[config.mk]
export PLATFORM = sky130hd
export DESIGN_NAME = snn_psum_neuron_acc_flat
export DESIGN_NICKNAME = d
export VERILOG_FILES = /design/src/rtl/snn_pkg.sv /design/src/rtl/snn_psum_neuron_acc_if.sv /design/src/rtl/snn_psum_tree.sv /design/src/rtl/snn_psum_neuron_acc.sv /design/src/flat_wrapper.sv
export SDC_FILE = /design/constraint.sdc
export NUM_CORES = 1
export LEC_CHECK = 0
export CORE_MARGIN = 2
export CORE_UTILIZATION = 50
export CTS_BUF_LIST = sky130_fd_sc_hd__clkbuf_2
export DETAILED_ROUTE_END_ITERATION = 12
export HOLD_SLACK_MARGIN = 0.06
export PLACE_DENSITY = 0.79
export SKIP_LAST_GASP = 1
export SYNTH_ARGS = -nofsm -noshare
export SYNTH_HDL_FRONTEND = slang
export SYNTH_HIERARCHICAL = 1
export SYNTH_SLANG_ARGS = --single-unit
[constraint.sdc]
create_clock -name clk -period 5.7 [get_ports clk]
set_clock_uncertainty 0.1 [all_clocks]
set_input_delay 0.855 -clock clk [delete_from_list [all_inputs] [get_ports clk]]
set_output_delay 0.855 -clock clk [all_outputs]
set_load 0.05 [all_outputs]
[src/rtl/snn_pkg.sv]
// +----------------------------------------------------------------------------+
// | Module : snn_pkg                                                           |
// | Desc   : Shared types and helpers for the SNN partial-sum neuron stage.    |
// | Rev    : 1.0  initial release                                              |
// +----------------------------------------------------------------------------+
`default_nettype none

package snn_pkg;

    typedef enum logic [1:0] {
        COLLECT = 2'd0,
        COMPUTE = 2'd1,
        SEND    = 2'd2
    } state_t;

    // Width that holds base + NUM_IN psums without overflow.
    function automatic int sum_width(input int pot_w, input int num_in);
        return pot_w + $clog2(num_in) + 1;
    endfunction

    // Spike flag sits directly above the potential field in out_data.
    function automatic int spike_bit(input int pot_w);
        return pot_w;
    endfunction

endpackage

`default_nettype wire

[src/rtl/snn_psum_neuron_acc_if.sv]
// +----------------------------------------------------------------------------+
// | Module : snn_psum_neuron_acc_if                                            |
// | Desc   : Partial-sum input and spike/potential output handshake bundle.    |
// | Rev    : 1.0  initial release                                              |
// +----------------------------------------------------------------------------+
`default_nettype none

interface snn_psum_neuron_acc_if #(
    parameter int NUM_IN = 4,
    parameter int WIDTH  = 8,
    parameter int POT_W  = 12
);
    logic [NUM_IN-1:0]       psum_valid;
    logic [NUM_IN*WIDTH-1:0] psum_data;
    logic [NUM_IN-1:0]       psum_ready;
    logic [POT_W-1:0]        vth;
    logic                    pot_clear;
    logic                    out_valid;
    logic                    out_ready;
    logic [POT_W:0]          out_data;

    modport master (
        output psum_valid, psum_data, vth, pot_clear, out_ready,
        input  psum_ready, out_valid, out_data
    );

    modport slave (
        input  psum_valid, psum_data, vth, pot_clear, out_ready,
        output psum_ready, out_valid, out_data
    );
endinterface

`default_nettype wire

[src/rtl/snn_psum_tree.sv]
// +----------------------------------------------------------------------------+
// | Module : snn_psum_tree                                                     |
// | Desc   : Combinational base + NUM_IN unsigned psum adder, saturated.       |
// | Rev    : 1.0  initial release                                              |
// +----------------------------------------------------------------------------+
`default_nettype none

module snn_psum_tree
    import snn_pkg::*;
#(
    parameter int NUM_IN = 4,
    parameter int WIDTH  = 8,
    parameter int POT_W  = 12
) (
    input  wire logic [POT_W-1:0]        base,
    input  wire logic [NUM_IN*WIDTH-1:0] psums,
    output logic      [POT_W-1:0]        sum
);
    localparam int SUM_W = sum_width(POT_W, NUM_IN);

    logic [SUM_W-1:0] w_terms [NUM_IN];
    logic [SUM_W-1:0] w_total;

    for (genvar i = 0; i < NUM_IN; i++) begin : g_term
        assign w_terms[i] = SUM_W'(psums[i*WIDTH +: WIDTH]);
    end

    always_comb begin
        w_total = SUM_W'(base);
        for (int i = 0; i < NUM_IN; i++) begin
            w_total = w_total + w_terms[i];
        end
        sum = (|w_total[SUM_W-1:POT_W]) ? '1 : w_total[POT_W-1:0];
    end

endmodule

`default_nettype wire

[src/rtl/snn_psum_neuron_acc.sv]
// +----------------------------------------------------------------------------+
// | Module : snn_psum_neuron_acc                                               |
// | Desc   : Collects NUM_IN psums per timestep, integrates, thresholds, emits |
// |          {spike, residual}. Optional leak via SNN_PSUM_LEAK_EN.            |
// | Rev    : 1.0  initial release                                              |
// +----------------------------------------------------------------------------+
`default_nettype none

module snn_psum_neuron_acc
    import snn_pkg::*;
#(
    parameter int NUM_IN = 4,
    parameter int WIDTH  = 8,
    parameter int POT_W  = 12,
    parameter int LEAK   = 1
) (
    input wire logic             clk,
    input wire logic             rst,
    snn_psum_neuron_acc_if.slave bus
);
    localparam int SPIKE_BIT = spike_bit(POT_W);

`ifdef SNN_PSUM_LEAK_EN
    localparam bit LEAK_ON = 1'b1;
`else
    localparam bit LEAK_ON = 1'b0;
`endif
    localparam logic [POT_W-1:0] LEAK_AMT = LEAK_ON ? POT_W'(LEAK) : '0;

    state_t                  r_state;
    logic [NUM_IN-1:0]       r_got;
    logic [NUM_IN*WIDTH-1:0] r_cap;
    logic [POT_W-1:0]        r_pot;
    logic                    r_clr_pend;
    logic                    r_out_valid;
    logic [POT_W:0]          r_out_data;

    logic [NUM_IN-1:0] w_take;
    logic [NUM_IN-1:0] w_got_next;
    logic              w_clr;
    logic [POT_W-1:0]  w_base;
    logic [POT_W-1:0]  w_acc;
    logic              w_spike;
    logic [POT_W-1:0]  w_newpot;

    assign bus.psum_ready = (!rst && r_state == COLLECT) ? ~r_got : '0;
    assign bus.out_valid  = r_out_valid;
    assign bus.out_data   = r_out_data;

    assign w_take     = bus.psum_valid & bus.psum_ready;
    assign w_got_next = r_got | w_take;

    // A clear arriving in the COMPUTE cycle itself still applies to it.
    assign w_clr  = r_clr_pend | bus.pot_clear;
    assign w_base = w_clr ? '0 : ((r_pot > LEAK_AMT) ? (r_pot - LEAK_AMT) : '0);

    snn_psum_tree #(
        .NUM_IN (NUM_IN),
        .WIDTH  (WIDTH),
        .POT_W  (POT_W)
    ) u_tree (
        .base  (w_base),
        .psums (r_cap),
        .sum   (w_acc)
    );

    assign w_spike  = (w_acc >= bus.vth);
    assign w_newpot = w_spike ? (w_acc - bus.vth) : w_acc;

    always_ff @(posedge clk) begin
        if (rst) begin
            r_state     <= COLLECT;
            r_got       <= '0;
            r_cap       <= '0;
            r_pot       <= '0;
            r_clr_pend  <= 1'b0;
            r_out_valid <= 1'b0;
            r_out_data  <= '0;
        end else begin
            if (bus.pot_clear) begin
                r_clr_pend <= 1'b1;
            end
            case (r_state)
                COLLECT: begin
                    for (int i = 0; i < NUM_IN; i++) begin
                        if (w_take[i]) begin
                            r_cap[i*WIDTH +: WIDTH] <= bus.psum_data[i*WIDTH +: WIDTH];
                        end
                    end
                    r_got <= w_got_next;
                    if (&w_got_next) begin
                        r_state <= COMPUTE;
                    end
                end
                COMPUTE: begin
                    r_pot                   <= w_newpot;
                    r_out_data[SPIKE_BIT]   <= w_spike;
                    r_out_data[POT_W-1:0]   <= w_newpot;
                    r_out_valid             <= 1'b1;
                    r_clr_pend              <= 1'b0;
                    r_got                   <= '0;
                    r_state                 <= SEND;
                end
                SEND: begin
                    if (bus.out_ready) begin
                        r_out_valid <= 1'b0;
                        r_state     <= COLLECT;
                    end
                end
                default: begin
                    r_state <= COLLECT;
                end
            endcase
        end
    end

endmodule

`default_nettype wire

[src/flat_wrapper.sv]
// flat-port wrapper written by rule: the top's interface ports become plain ports
module snn_psum_neuron_acc_flat import snn_pkg::*;
#(
    parameter int NUM_IN = 4,
    parameter int WIDTH  = 8,
    parameter int POT_W  = 12,
    parameter int LEAK   = 1
)
  (clk, rst, bus_psum_valid, bus_psum_data, bus_vth, bus_pot_clear, bus_out_ready, bus_psum_ready, bus_out_valid, bus_out_data);
  snn_psum_neuron_acc_if #(.NUM_IN(NUM_IN), .WIDTH(WIDTH), .POT_W(POT_W)) bus_i ();
  input wire logic clk;
  input wire logic rst;
  input wire logic [$bits(bus_i.psum_valid)-1:0] bus_psum_valid;
  input wire logic [$bits(bus_i.psum_data)-1:0] bus_psum_data;
  input wire logic [$bits(bus_i.vth)-1:0] bus_vth;
  input wire logic [$bits(bus_i.pot_clear)-1:0] bus_pot_clear;
  input wire logic [$bits(bus_i.out_ready)-1:0] bus_out_ready;
  output wire logic [$bits(bus_i.psum_ready)-1:0] bus_psum_ready;
  output wire logic [$bits(bus_i.out_valid)-1:0] bus_out_valid;
  output wire logic [$bits(bus_i.out_data)-1:0] bus_out_data;
  assign bus_i.psum_valid = bus_psum_valid;
  assign bus_i.psum_data = bus_psum_data;
  assign bus_i.vth = bus_vth;
  assign bus_i.pot_clear = bus_pot_clear;
  assign bus_i.out_ready = bus_out_ready;
  assign bus_psum_ready = bus_i.psum_ready;
  assign bus_out_valid = bus_i.out_valid;
  assign bus_out_data = bus_i.out_data;
  snn_psum_neuron_acc #(.NUM_IN(NUM_IN), .WIDTH(WIDTH), .POT_W(POT_W), .LEAK(LEAK)) u_core (.clk(clk), .rst(rst), .bus(bus_i));
endmodule
**Word-level counts from Yosys, hierarchy flattened**

Cells that the tools add are included.

- Add/sub/neg operators: 5
- $lt $le $gt $ge: 2
- Eq/ne operators: 4
- Mux-type cells: 11
- Bitwise operators: 4
- Reduce and logical (&&, ||, !) cells: 14

Operators with widths:

| operator | count |
|---|---|
| two-way mux 12 bit | 4 |
| adder 15 x 8 -> 15 bit | 3 |
| adder 12 x 8 -> 13 bit | 1 |
| >= comparator 12 bit | 1 |
| > comparator 12 x 1 -> 1 bit, second input constant | 1 |
| AND reduction 2 bit | 6 |
| subtractor 12 bit | 1 |
| one-hot mux 4 bit (2 select lines) | 1 |
| one-hot mux 2 bit (3 select lines) | 1 |
| AND 4 bit | 1 |
| two-way mux 2 bit | 2 |
| two-way mux 4 bit | 1 |
| != test 2 bit, second input constant | 2 |
| inverter 4 bit | 1 |
| bitwise OR 4 bit | 1 |
| AND reduction 4 bit | 1 |
| nonzero test 2 bit | 2 |
| OR reduction 3 bit | 1 |
| equality test 2 x 1 -> 1 bit, second input constant | 1 |
| equality test 2 bit, second input constant | 1 |
| zero test 2 bit | 1 |
| one-hot mux 1 bit (2 select lines) | 1 |
| OR reduction 2 bit | 1 |
| logical AND 1 bit | 1 |
| 3 further kinds | 3 |

- Bits in registers: 65
- Input port bits: 52
- Output and inout bits: 18
- Logic and storage cells: 50

**Longest topological paths before layout**

Gate-level depths: netlist (run 1).

- Word-level depth: 11
- Mapped depth: 26
- Depth with buffers taken out: 24

**Hierarchy**

The synthesis (run 1) kept the hierarchy.

By module, submodules not included:

| module | times used | cells each | area an instance (um2) |
|---|---|---|---|
| snn_psum_neuron_acc | 1 | 334 | 2738.9 |
| snn_psum_tree | 1 | 180 | 1346.3 |

**Worst setup path before layout (run 1)**

No wires, ideal clock.

- Path type: in2reg
- Start point: in bus_pot_clear
- End point: reg u_core.r_pot[6]
- Setup time: 0.106 ns
- Arrival: 5.885 ns
- Slack: -0.391 ns
- Cell stages on the path: 25
- Path through: nor2_1 -> clkbuf_1 -> and2_1 -> inv_1 -> fa_1 -> inv_1 -> fa_1 -> inv_1 -> fa_1 -> inv_1 -> ha_1 -> a21o_1 -> a21oi_2 -> nand2_2 -> a211oi_2 -> buf_4 -> nand4_1 -> ha_1 -> buf_2 -> a21o_1 -> a211o_1 -> o32ai_4 -> buf_4 -> nand3_1 -> o311ai_0

- Word-level cells in the longest chain between the ends: 10
- Elaborated cells on any way between the ends: 11
- Classes of those cells: 5 x add/sub; 1 x order compare; 3 x mux; 1 x bitwise; 1 x reduce/logical

RTL lines:

| what | RTL line | RTL |
|---|---|---|
| start: declaration | flat_wrapper.sv:16 | `input wire logic [$bits(bus_i.pot_clear)-1:0] bus_pot_clear;` |
| bitwise OR 1 bit (*) | snn_psum_neuron_acc.sv:54 | `assign w_clr = r_clr_pend \| bus.pot_clear;` |
| two-way mux 12 bit (*) | snn_psum_neuron_acc.sv:55 | `assign w_base = w_clr ? '0 : ((r_pot > LEAK_AMT) ? (r_pot - LEAK_AMT) : '0);` |
| net u_core.w_base[4] | snn_psum_neuron_acc.sv:41 | `logic [POT_W-1:0] w_base;` |
| adder 12 x 8 -> 13 bit (*) | snn_psum_tree.sv:31 | `w_total = w_total + w_terms[i];` |
| adder 15 x 8 -> 15 bit (*) (3 in series) | snn_psum_tree.sv:31 |  |
| OR reduction 3 bit | snn_psum_tree.sv:33 | `sum = (\|w_total[SUM_W-1:POT_W]) ? '1 : w_total[POT_W-1:0];` |
| two-way mux 12 bit (*) | snn_psum_tree.sv:33 |  |
| net u_core.w_acc[9] | snn_psum_neuron_acc.sv:42 | `logic [POT_W-1:0] w_acc;` |
| >= comparator 12 bit (*) | snn_psum_neuron_acc.sv:67 | `assign w_spike = (w_acc >= bus.vth);` |
| two-way mux 12 bit (*) | snn_psum_neuron_acc.sv:68 | `assign w_newpot = w_spike ? (w_acc - bus.vth) : w_acc;` |
| end signal: assignment | snn_psum_neuron_acc.sv:96 | `r_pot <= w_newpot;` |
| end: declaration | snn_psum_neuron_acc.sv:33 | `logic [POT_W-1:0] r_pot;` |

Mark *: on every way through the listed nets, which the timed path passes. The rest lies on a longest branch.
A chain may end at the register's enable or synchronous reset.

**Worst setup path after layout (run 1)**

- Start point: in bus_pot_clear
- End point: reg u_core.r_pot[8]

- Word-level cells in the longest chain between the ends: 10
- Elaborated cells on any way between the ends: 11
- Classes of those cells: 5 x add/sub; 1 x order compare; 3 x mux; 1 x bitwise; 1 x reduce/logical

RTL lines:

| what | RTL line |
|---|---|
| bitwise OR 1 bit (*) | snn_psum_neuron_acc.sv:54 |
| two-way mux 12 bit (*) | snn_psum_neuron_acc.sv:55 |
| net u_core.w_base[2] | snn_psum_neuron_acc.sv:41 |
| adder 12 x 8 -> 13 bit (*) | snn_psum_tree.sv:31 |
| adder 15 x 8 -> 15 bit (*) (3 in series) | snn_psum_tree.sv:31 |
| OR reduction 3 bit (*) | snn_psum_tree.sv:33 |
| two-way mux 12 bit (*) | snn_psum_tree.sv:33 |
| net u_core.w_acc[0] | snn_psum_neuron_acc.sv:42 |
| subtractor 12 bit or >= comparator 12 bit (tied branches) | snn_psum_neuron_acc.sv:68, snn_psum_neuron_acc.sv:67 |
| two-way mux 12 bit (*) | snn_psum_neuron_acc.sv:68 |

Marks and branches as above.

==> results of run 1 <==
final timing paths:
path / slack (ns) / endpoint / start / cells past startpoint
hold reg to reg: 0.38 / u_core/r_cap[4] / u_core/r_cap[4] / 2
hold / removal: 0.38 / u_core/r_cap[4] / u_core/r_cap[4] / 2
setup reg to reg: 0.04 / u_core/r_pot[8] / u_core/r_clr_pend / 25
setup / recovery: 0.009 / u_core/r_pot[8] / bus_pot_clear / 26
worst max-delay path, stage by stage:
cell and delay (ns):
buf_8 0.11, nor2_4 0.17, and2_4 0.18, inv_2 0.03, fa_1 0.49, inv_2 0.05, fa_1 0.49, inv_2 0.04
fa_1 0.53, inv_2 0.06, ha_4 0.26, a21o_1 0.13, nand4_1 0.16, nand2_2 0.17, a211oi_4 0.10, nand2b_1 0.14
inv_2 0.07, ha_4 0.16, fa_2 0.35, nand2b_4 0.15, a21o_1 0.19, a2111oi_4 0.40, o32ai_4 0.18, buf_6 0.15
clkbuf_16 0.16, o311ai_4 0.26
final cells by class:
cell class,instances,area share
tap,102,0.02172
timing repair buffer,152,0.2344
clock buffer,5,0.004258
clock inverter,3,0.004258
sequential,53,0.1812
multi-input combinational,352,0.4967
inverter,90,0.05748
synth_stat cells (all sizes together) (2+ instances only):
library cell and count:
mux2i 4, a211oi 7, nor2 22, o211ai 3
a21o 12, a21oi 42, inv 90, a221oi 3
o311ai 7, nand2b 8, xnor2 5, a2111oi 3
fa 24, nor3 5, ha 27, o22ai 2
buf 11, nand2 63, a31oi 3, o21ai 10
xor2 8, a32oi 3, dfxtp 53, a21boi 4
and2 13, nand4 5, o21bai 3, clkbuf 10
nor2b 4, nand3 43
stage by stage:
stage / util / TNS, ns
5_1_grt: 0.7527 / -0.7135
3_5_place_dp: 0.6899 / -10.50
2_1_floorplan: - / -0.1069
6_report: 0.7527 / 0
4_1_cts: 0.7112 / 0
3_3_place_gp: 0.6899 / -9.235
what timing repair did:
action                                  CTS  global route
endpoints found under the setup margin   13            13
buffers inserted                          8             9
hold buffers                              0             0
pin swaps                                 7            16
gates cloned                              2             3
resized for setup                        14            44
power by group:
group          internal, mW  leakage, nW  switching, mW
combinational         0.273         2.17          0.293
clock                0.0338       0.0300          0.142
sequential            0.389        0.432         0.0136
layer usage:
metal | track usage | up-vias | wire, µm | part of all wire
met5 | 0 | - | 0 | 0
met4 | 0.07246 | 0 | 280 | 0.021
met3 | 0.04150 | 25 | 813 | 0.062
met2 | 0.4887 | 173 | 6589 | 0.50
met1 | 0.3588 | 2068 | 5433 | 0.41
li1 | - | 1997 | - | -
state kept, by name, indices dropped and copies added (netlist names):
register              flops
u_core/r_cap             32
u_core/r_pot             11
u_core/r_got              4
u_core/bus.out_data       2
u_core/r_state            2
u_core/bus.out_valid      1
u_core/r_clr_pend         1
logic make-up after synthesis:
logic type,Yosys count,synth area share
simple gates,171,0.2018
compound gates,111,0.1899
buf+inv,111,0.1106
flops,53,0.2597
fa+ha+maj,51,0.2003
xor+xnor,13,0.02787
mux,4,0.009801
==> flow_summary.toml, run 1 <==
[global_route]
grt_pass1_vias = 4208
grtUsageTotal = 0.2783
grt-ovfl-total = 0
grt_max_degree = 40
antenna_found_initial = 0
grt_pass1_wl_mm = 19.49

[finish]
final_nets = 757
layout_common_cells = "83 x inv_1, 77 x buf_4, 68 x clkdlybuf4s50_1, 60 x nand2_1, 52 x dfxtp_1"
n_antenna_cell = 0
design_area_um2 = 5877
drive_gt1_frac = 0.2412
fin_cells = 757
regArea_um2 = 1065
fillers = 567
area_growth_pct = 43.86
multiInputGateArea_um2 = 2919
final_common_cell = "inv_1"

[sta]
post-route-period-util = 0.9985
setup_violations = 0
finalHoldViolCount = 0
slew_headroom = 0.1582
worst_slack_ns = 0.008670
whs_ns = 0.3829
clock.fmax_ghz = 0.1757
max_slew.worst_pin.slew_ns = 1.258
fin_crit_ns = 5.691
rsz0062_at_grt = "true"
finalMaxSlewViolations = 0

[logic_synthesis]
netlist_area_um2 = 4085
ys.flop_type = "dfxtp_1"
synth-edff-count = 0
synth_top_area_share = 0.2597
syn_inst = 514
synthDistinctLibCells = 58
synth_area_leaders = "dfxtp_1 26%, fa_1 12%, ha_1 8.3%"
synthArstFlopShare = 0
synth_area_per_cell_um2 = 7.948
synth_nets = 617
ys_seq_elements = 53
yosysSeqAreaShare = 0.2597
synth_largest_area_cell = "dfxtp_1"
yosysWarnings = 6

[clocking]
cts_tree = "done"
clkLatencyLatePin_ns = 0.50
cts_root_buffer = "clkbuf_2"
cts_buffers = 5
cts_sinks = 53
h-tree-depth = 2
path_clk_slew_ns = 0.32
clock_path_buffers = 2

[place]
place_hpwl_mm = 9.246
gp_congestion = 0.8923
port_buffers = 69
preCtsSetupSlack_ns = -0.8761
dp.cells = 728
placed_area_um2 = 5386

[setup_path]
crit_arrival_ns = 6.03
startpoint_type = "primary input"
cp-end-kind = "flop"
critPathMaxFanout = 6
crit_type = "in2reg"
crit_required_ns = 6.04

[drt]
drc = 0
viasPerCell = 5.631
num_vias = 4263
drt_pass1_iterations = 5
wire_per_inst_um = 17.33
first_iter_violations = 247
antenna_left = 0
wirelength_mm = 13.12

[pwr]
finalPower_mw = 1.145
leakagePower_nw = 2.629
power.density_nw_per_um2 = 194.9
ir_worst_vdd_mv = 0.09770

[die]
pin_count = 70
die_x_um = 94.39
die_height_um = 94.39
core-area_um2 = 7807
std_cell_rows = 32
dieArea_um2 = 8909
initial_utilization = 0.5232

[flow_run]
max_cap_violations = 0

[run_status]
status = "complete, no violations"

[hold_path]
hold_class = "reg2reg"
(Power assumes the default switching activity.)
==> inputs of run 2 (changes only) <==
--- a/config.mk
+++ b/config.mk
@@ -6,11 +6,11 @@
 export NUM_CORES = 1
 export LEC_CHECK = 0
 export CORE_MARGIN = 2
-export CORE_UTILIZATION = 50
+export CORE_UTILIZATION = 55
 export CTS_BUF_LIST = sky130_fd_sc_hd__clkbuf_2
 export DETAILED_ROUTE_END_ITERATION = 12
 export HOLD_SLACK_MARGIN = 0.06
-export PLACE_DENSITY = 0.79
+export PLACE_DENSITY = 0.86
 export SKIP_LAST_GASP = 1
 export SYNTH_ARGS = -nofsm -noshare
 export SYNTH_HDL_FRONTEND = slang
==> constraint.sdc (replaced) <==
create_clock -name clk -period 6 [get_ports clk]
set_clock_uncertainty 0.1 [all_clocks]
set_input_delay 0.9 -clock clk [delete_from_list [all_inputs] [get_ports clk]]
set_output_delay 0.9 -clock clk [all_outputs]
set_load 0.05 [all_outputs]
==> flow_summary.toml, run 2 (same netlist as run 1, synthesis figures left out) <==
[setup_path]
cp_slowest_stage_delay_ns = 0.50
startpoint_type = "primary input"
critPathMaxFanout = 11
cpLargestDelayFamily = "adder cells"
cp-end-kind = "flop"
crit_type = "in2reg"
ff2ff_path_depth = 23
cp.depth = 24
crit_arrival_ns = 6.25
crit_buf_inv = 7
slowest_stage = "fa_1"
crit_chain = "clkdlybuf4s15_1 > nor2_4 > and2_4 > inv_1 > fa_1 > inv_1 > fa_1 > inv_1 > fa_1 > inv_2 > ha_4 > a21o_1 > a21oi_2 > nand2_2 > a211oi_2 > buf_4 > nand4_1 > ha_1 > a21o_1 > a211o_1 > o32ai_4 > buf_16 > mux2i_1 > o21ai_1"
crit_required_ns = 6.28

[die]
std_cell_rows = 31
dieArea_um2 = 8133
pin_count = 70
die_height_um = 90.19
initial_utilization = 0.5663
die_x_um = 90.19
core-area_um2 = 7214

[global_route]
grt-ovfl-total = 0
grtUsageTotal = 0.2857
grt_pass1_vias = 4064
antenna_found_initial = 0
grt_pass1_wl_mm = 19.00
grt_max_degree = 40

[place]
preCtsSetupSlack_ns = -0.7625
gp_congestion = 0.9230
place_hpwl_mm = 9.400
port_buffers = 69
dp.cells = 719

[finish]
n_antenna_cell = 0
fin_util = 0.7813
final_nets = 744
multiInputGateArea_um2 = 2768
regArea_um2 = 1061
fin_cells = 741
fillers = 491
top_regs = "u_core/r_cap (32), u_core/r_pot (11), u_core/r_got (4)"
largest_reg_flops = 32
regMostFlops = "u_core/r_cap"
final_common_cell = "inv_1"
drive_gt1_frac = 0.2040
layout_common_cells = "84 x inv_1, 68 x clkdlybuf4s50_1, 66 x buf_4, 62 x nand2_1, 53 x dfxtp_1"
area_growth_pct = 37.98

[pwr]
ir_worst_vdd_mv = 0.1380
power.density_nw_per_um2 = 187.1
leakagePower_nw = 2.491
finalPower_mw = 1.055

[sta]
clock.fmax_ghz = 0.1676
post-route-period-util = 0.9944
whs_ns = 0.3798
finalMaxSlewViolations = 0
worst_slack_ns = 0.03339
fin_crit_ns = 5.967
max_slew.worst_pin.slew_ns = 1.298
slew_headroom = 0.1316
setup_violations = 0
finalHoldViolCount = 0

[flow_run]
max_cap_violations = 0

[drt]
drt_pass1_iterations = 5
antenna_left = 0
viasPerCell = 5.725
wire_per_inst_um = 17.51
drc = 0
first_iter_violations = 249
wirelength_mm = 12.97
num_vias = 4242

[clocking]
path_clk_slew_ns = 0.31
cts_sinks = 53
clock_path_buffers = 2
cts_tree = "done"
cts_buffers = 5
cts_root_buffer = "clkbuf_2"
h-tree-depth = 2
clkLatencyLatePin_ns = 0.48

[hold_path]
hold_class = "reg2reg"
min_path_cells = 2

[run_status]
status = "complete, no violations"
[run 2: final timing paths]
kind / start / slack, ns / end
worst min-delay path: u_core/r_cap[15] / 0.38 / u_core/r_cap[15]
worst max-delay path: bus_pot_clear / 0.03 / u_core/r_pot[5]
worst max register to register: u_core/r_clr_pend / 0.24 / u_core/r_pot[5]
worst min register to register: u_core/r_cap[15] / 0.38 / u_core/r_cap[15]
[run 2: per-layer routing]
metal,global-route usage,share of wire,vias up
li1,-,-,1971
met4,0.07821,0.031,0
met5,0,0,-
met1,0.3749,0.40,2014
met3,0.05365,0.085,39
met2,0.4831,0.49,218
[run 2: worst min-delay path: stages (launching register included)]
cell     delay (ns)
dfxtp_1        0.38
nand2_1        0.05
a21oi_1        0.05
[run 2: timing repair]
item                                    in CTS  in global routing
hold endpoints to repair                     0                  0
cloned                                       1                  1
resized for setup                           10                 43
pin swaps                                    6                 37
endpoints found under the setup margin      13                 13
setup buffers                                3                  9
hold buffers                                 0                  0
[run 2: layout make-up]
cell class              count  share of cell area
repair buffers            141              0.2293
clock buffers               5            0.004440
well taps                  99             0.02198
multi-input cells         350              0.4910
inverters                  90             0.05993
flip-flops and latches     53              0.1882
clock inverters             3            0.005105
[run 2: metrics by stage]
stage,cell area (µm²),TNS (ns)
after floorplan,4105,0
after global routing,5637,-0.1788
after CTS,5373,-0.05258
final,5637,0
after global placement,5249,-6.555
after detailed placement,5249,-9.036
[run 2: power by group]
group	switching, mW	leakage [nW]	total (mW)	internal [mW]
sequential	0.0130	0.431	0.383	0.370
clock	0.133	0.0355	0.167	0.0349
combinational	0.263	2.02	0.504	0.242
total	0.408	2.49	1.05	0.646
==> inputs of run 3 (changes only) <==
==> constraint.sdc (replaced) <==
create_clock -name clk -period 5.9 [get_ports clk]
set_clock_uncertainty 0.1 [all_clocks]
set_input_delay 0.885 -clock clk [delete_from_list [all_inputs] [get_ports clk]]
set_output_delay 0.885 -clock clk [all_outputs]
set_load 0.05 [all_outputs]
==> flow_summary.toml, run 3 (same netlist as run 1, synthesis figures left out) <==
[finish]
final_nets = 746
n_antenna_cell = 0
largest_reg_flops = 32
final_common_cell = "inv_1"
fillers = 455
top_regs = "u_core/r_cap (32), u_core/r_pot (11), u_core/r_got (4)"
layout_common_cells = "87 x inv_1, 68 x clkdlybuf4s50_1, 65 x buf_4, 59 x nand2_1, 53 x dfxtp_1"
fin_util = 0.7830
drive_gt1_frac = 0.2050
fin_cells = 743
regMostFlops = "u_core/r_cap"
area_growth_pct = 38.28

[clocking]
cts_root_buffer = "clkbuf_2"
cts_sinks = 53
cts_tree = "done"
clkLatencyLatePin_ns = 0.46
h-tree-depth = 2
cts_hold_buf = 0
clock_path_buffers = 2
path_clk_slew_ns = 0.27
cts_buffers = 5

[flow_run]
max_cap_violations = 0

[sta]
max_slew.worst_pin.slew_ns = 1.178
finalHoldViolCount = 0
fin_crit_ns = 5.814
post-route-period-util = 0.9854
slew_headroom = 0.2118
finalMaxSlewViolations = 0
setup_violations = 0
whs_ns = 0.3795
clock.fmax_ghz = 0.1720
worst_slack_ns = 0.08599

[die]
dieArea_um2 = 8133
die_x_um = 90.19
initial_utilization = 0.5663
std_cell_rows = 31
core-area_um2 = 7214
pin_count = 70
die_height_um = 90.19

[run_status]
status = "complete, no violations"

[setup_path]
crit_type = "in2reg"
crit_arrival_ns = 6.08
slowest_stage = "fa_1"
critPathMaxFanout = 6
startpoint_type = "primary input"
cp-end-kind = "flop"
crit_required_ns = 6.17
cp_slowest_stage_delay_ns = 0.54

[place]
preCtsSetupSlack_ns = -0.7385
place_hpwl_mm = 9.171
dp.cells = 725
gp_congestion = 0.9309
port_buffers = 69

[drt]
wirelength_mm = 12.43
wire_per_inst_um = 16.72
first_iter_violations = 383
num_vias = 4260
drc = 0
antenna_left = 0
drt_pass1_iterations = 6
viasPerCell = 5.734

[pwr]
ir_worst_vdd_mv = 0.1768
leakagePower_nw = 2.491
power.density_nw_per_um2 = 199.1

[hold_path]
hold_class = "reg2reg"

[global_route]
grt_pass1_vias = 4060
grt_pass1_wl_mm = 19.42
grtUsageTotal = 0.2935
grt-ovfl-total = 0
antenna_found_initial = 0
grt_max_degree = 40
[run 3: cell count changes in the layout (fill, tap and decap cells not counted), moves of 3 or more]
cell	change
a21oi_2	-3
a21oi_1	+3
inv_2	-3
nand2_1	-3
nor2_1	-3
buf_6	+3
inv_1	+3
nand2_2	+3
ha_2	-3
[run 3: report_power, final]
part	leakage [nW]	switching, mW	internal (mW)
clock network	0.0433	0.122	0.0726
logic	2.02	0.277	0.264
registers	0.431	0.0133	0.376
total	2.49	0.413	0.712
[run 3: critical path: cells and delay by family]
kind	cells	cell delay [ns]
buffers and inverters	7	0.62
AO/OA/AOI/OAI	7	1.52
AND/OR/NAND/NOR	5	0.71
multiplexers	1	0.23
adder cells (fa/ha/maj)	6	2.14
[run 3: path summary, 6_finish.rpt]
path	from	endpoint	slack (ns)	cells after the start
min	u_core/r_cap[25]	u_core/r_cap[25]	0.38	2
max	bus_pot_clear	u_core/r_pot[5]	0.09	26
min reg2reg	u_core/r_cap[25]	u_core/r_cap[25]	0.38	2
max reg2reg	u_core/r_clr_pend	u_core/r_pot[5]	0.22	25
[run 3: cell type report]
cell class / count / area, µm² / share of cell area
multi-input combinational: 351 / 2806 / 0.4968
timing repair buffer: 142 / 1251 / 0.2215
sequential: 53 / 1061 / 0.1878
inverter: 90 / 337.8 / 0.05980
tap: 99 / 123.9 / 0.02193
clock inverter: 3 / 43.79 / 0.007752
clock buffer: 5 / 25.02 / 0.004430
[run 3: per-stage QoR]
stage | cell area, µm² | power [mW] | TNS, ns
4_1_cts | 5451 | 1.051 | 0
3_3_place_gp | 5299 | 0.8303 | -6.707
2_1_floorplan | 4138 | 0.6625 | 0
5_1_grt | 5649 | 1.179 | -0.4934
6_report | 5649 | 1.125 | 0
3_5_place_dp | 5299 | 0.8491 | -8.578
[run 3: per-layer routing]
metal | GRT usage | vias to the layer above | routed length, µm
li1 | - | 1979 | -
met2 | 0.5006 | 234 | 6165
met4 | 0.08590 | 0 | 335
met3 | 0.03521 | 39 | 886
met5 | 0 | - | 0
met1 | 0.3927 | 2008 | 5038
[run 3: what timing repair did]
item                       4_1_cts  5_1_grt
buffers inserted                 2        6
gates resized for setup         18       33
cloned                           2        1
setup endpoints to repair       13       13
pin swaps                       10       26
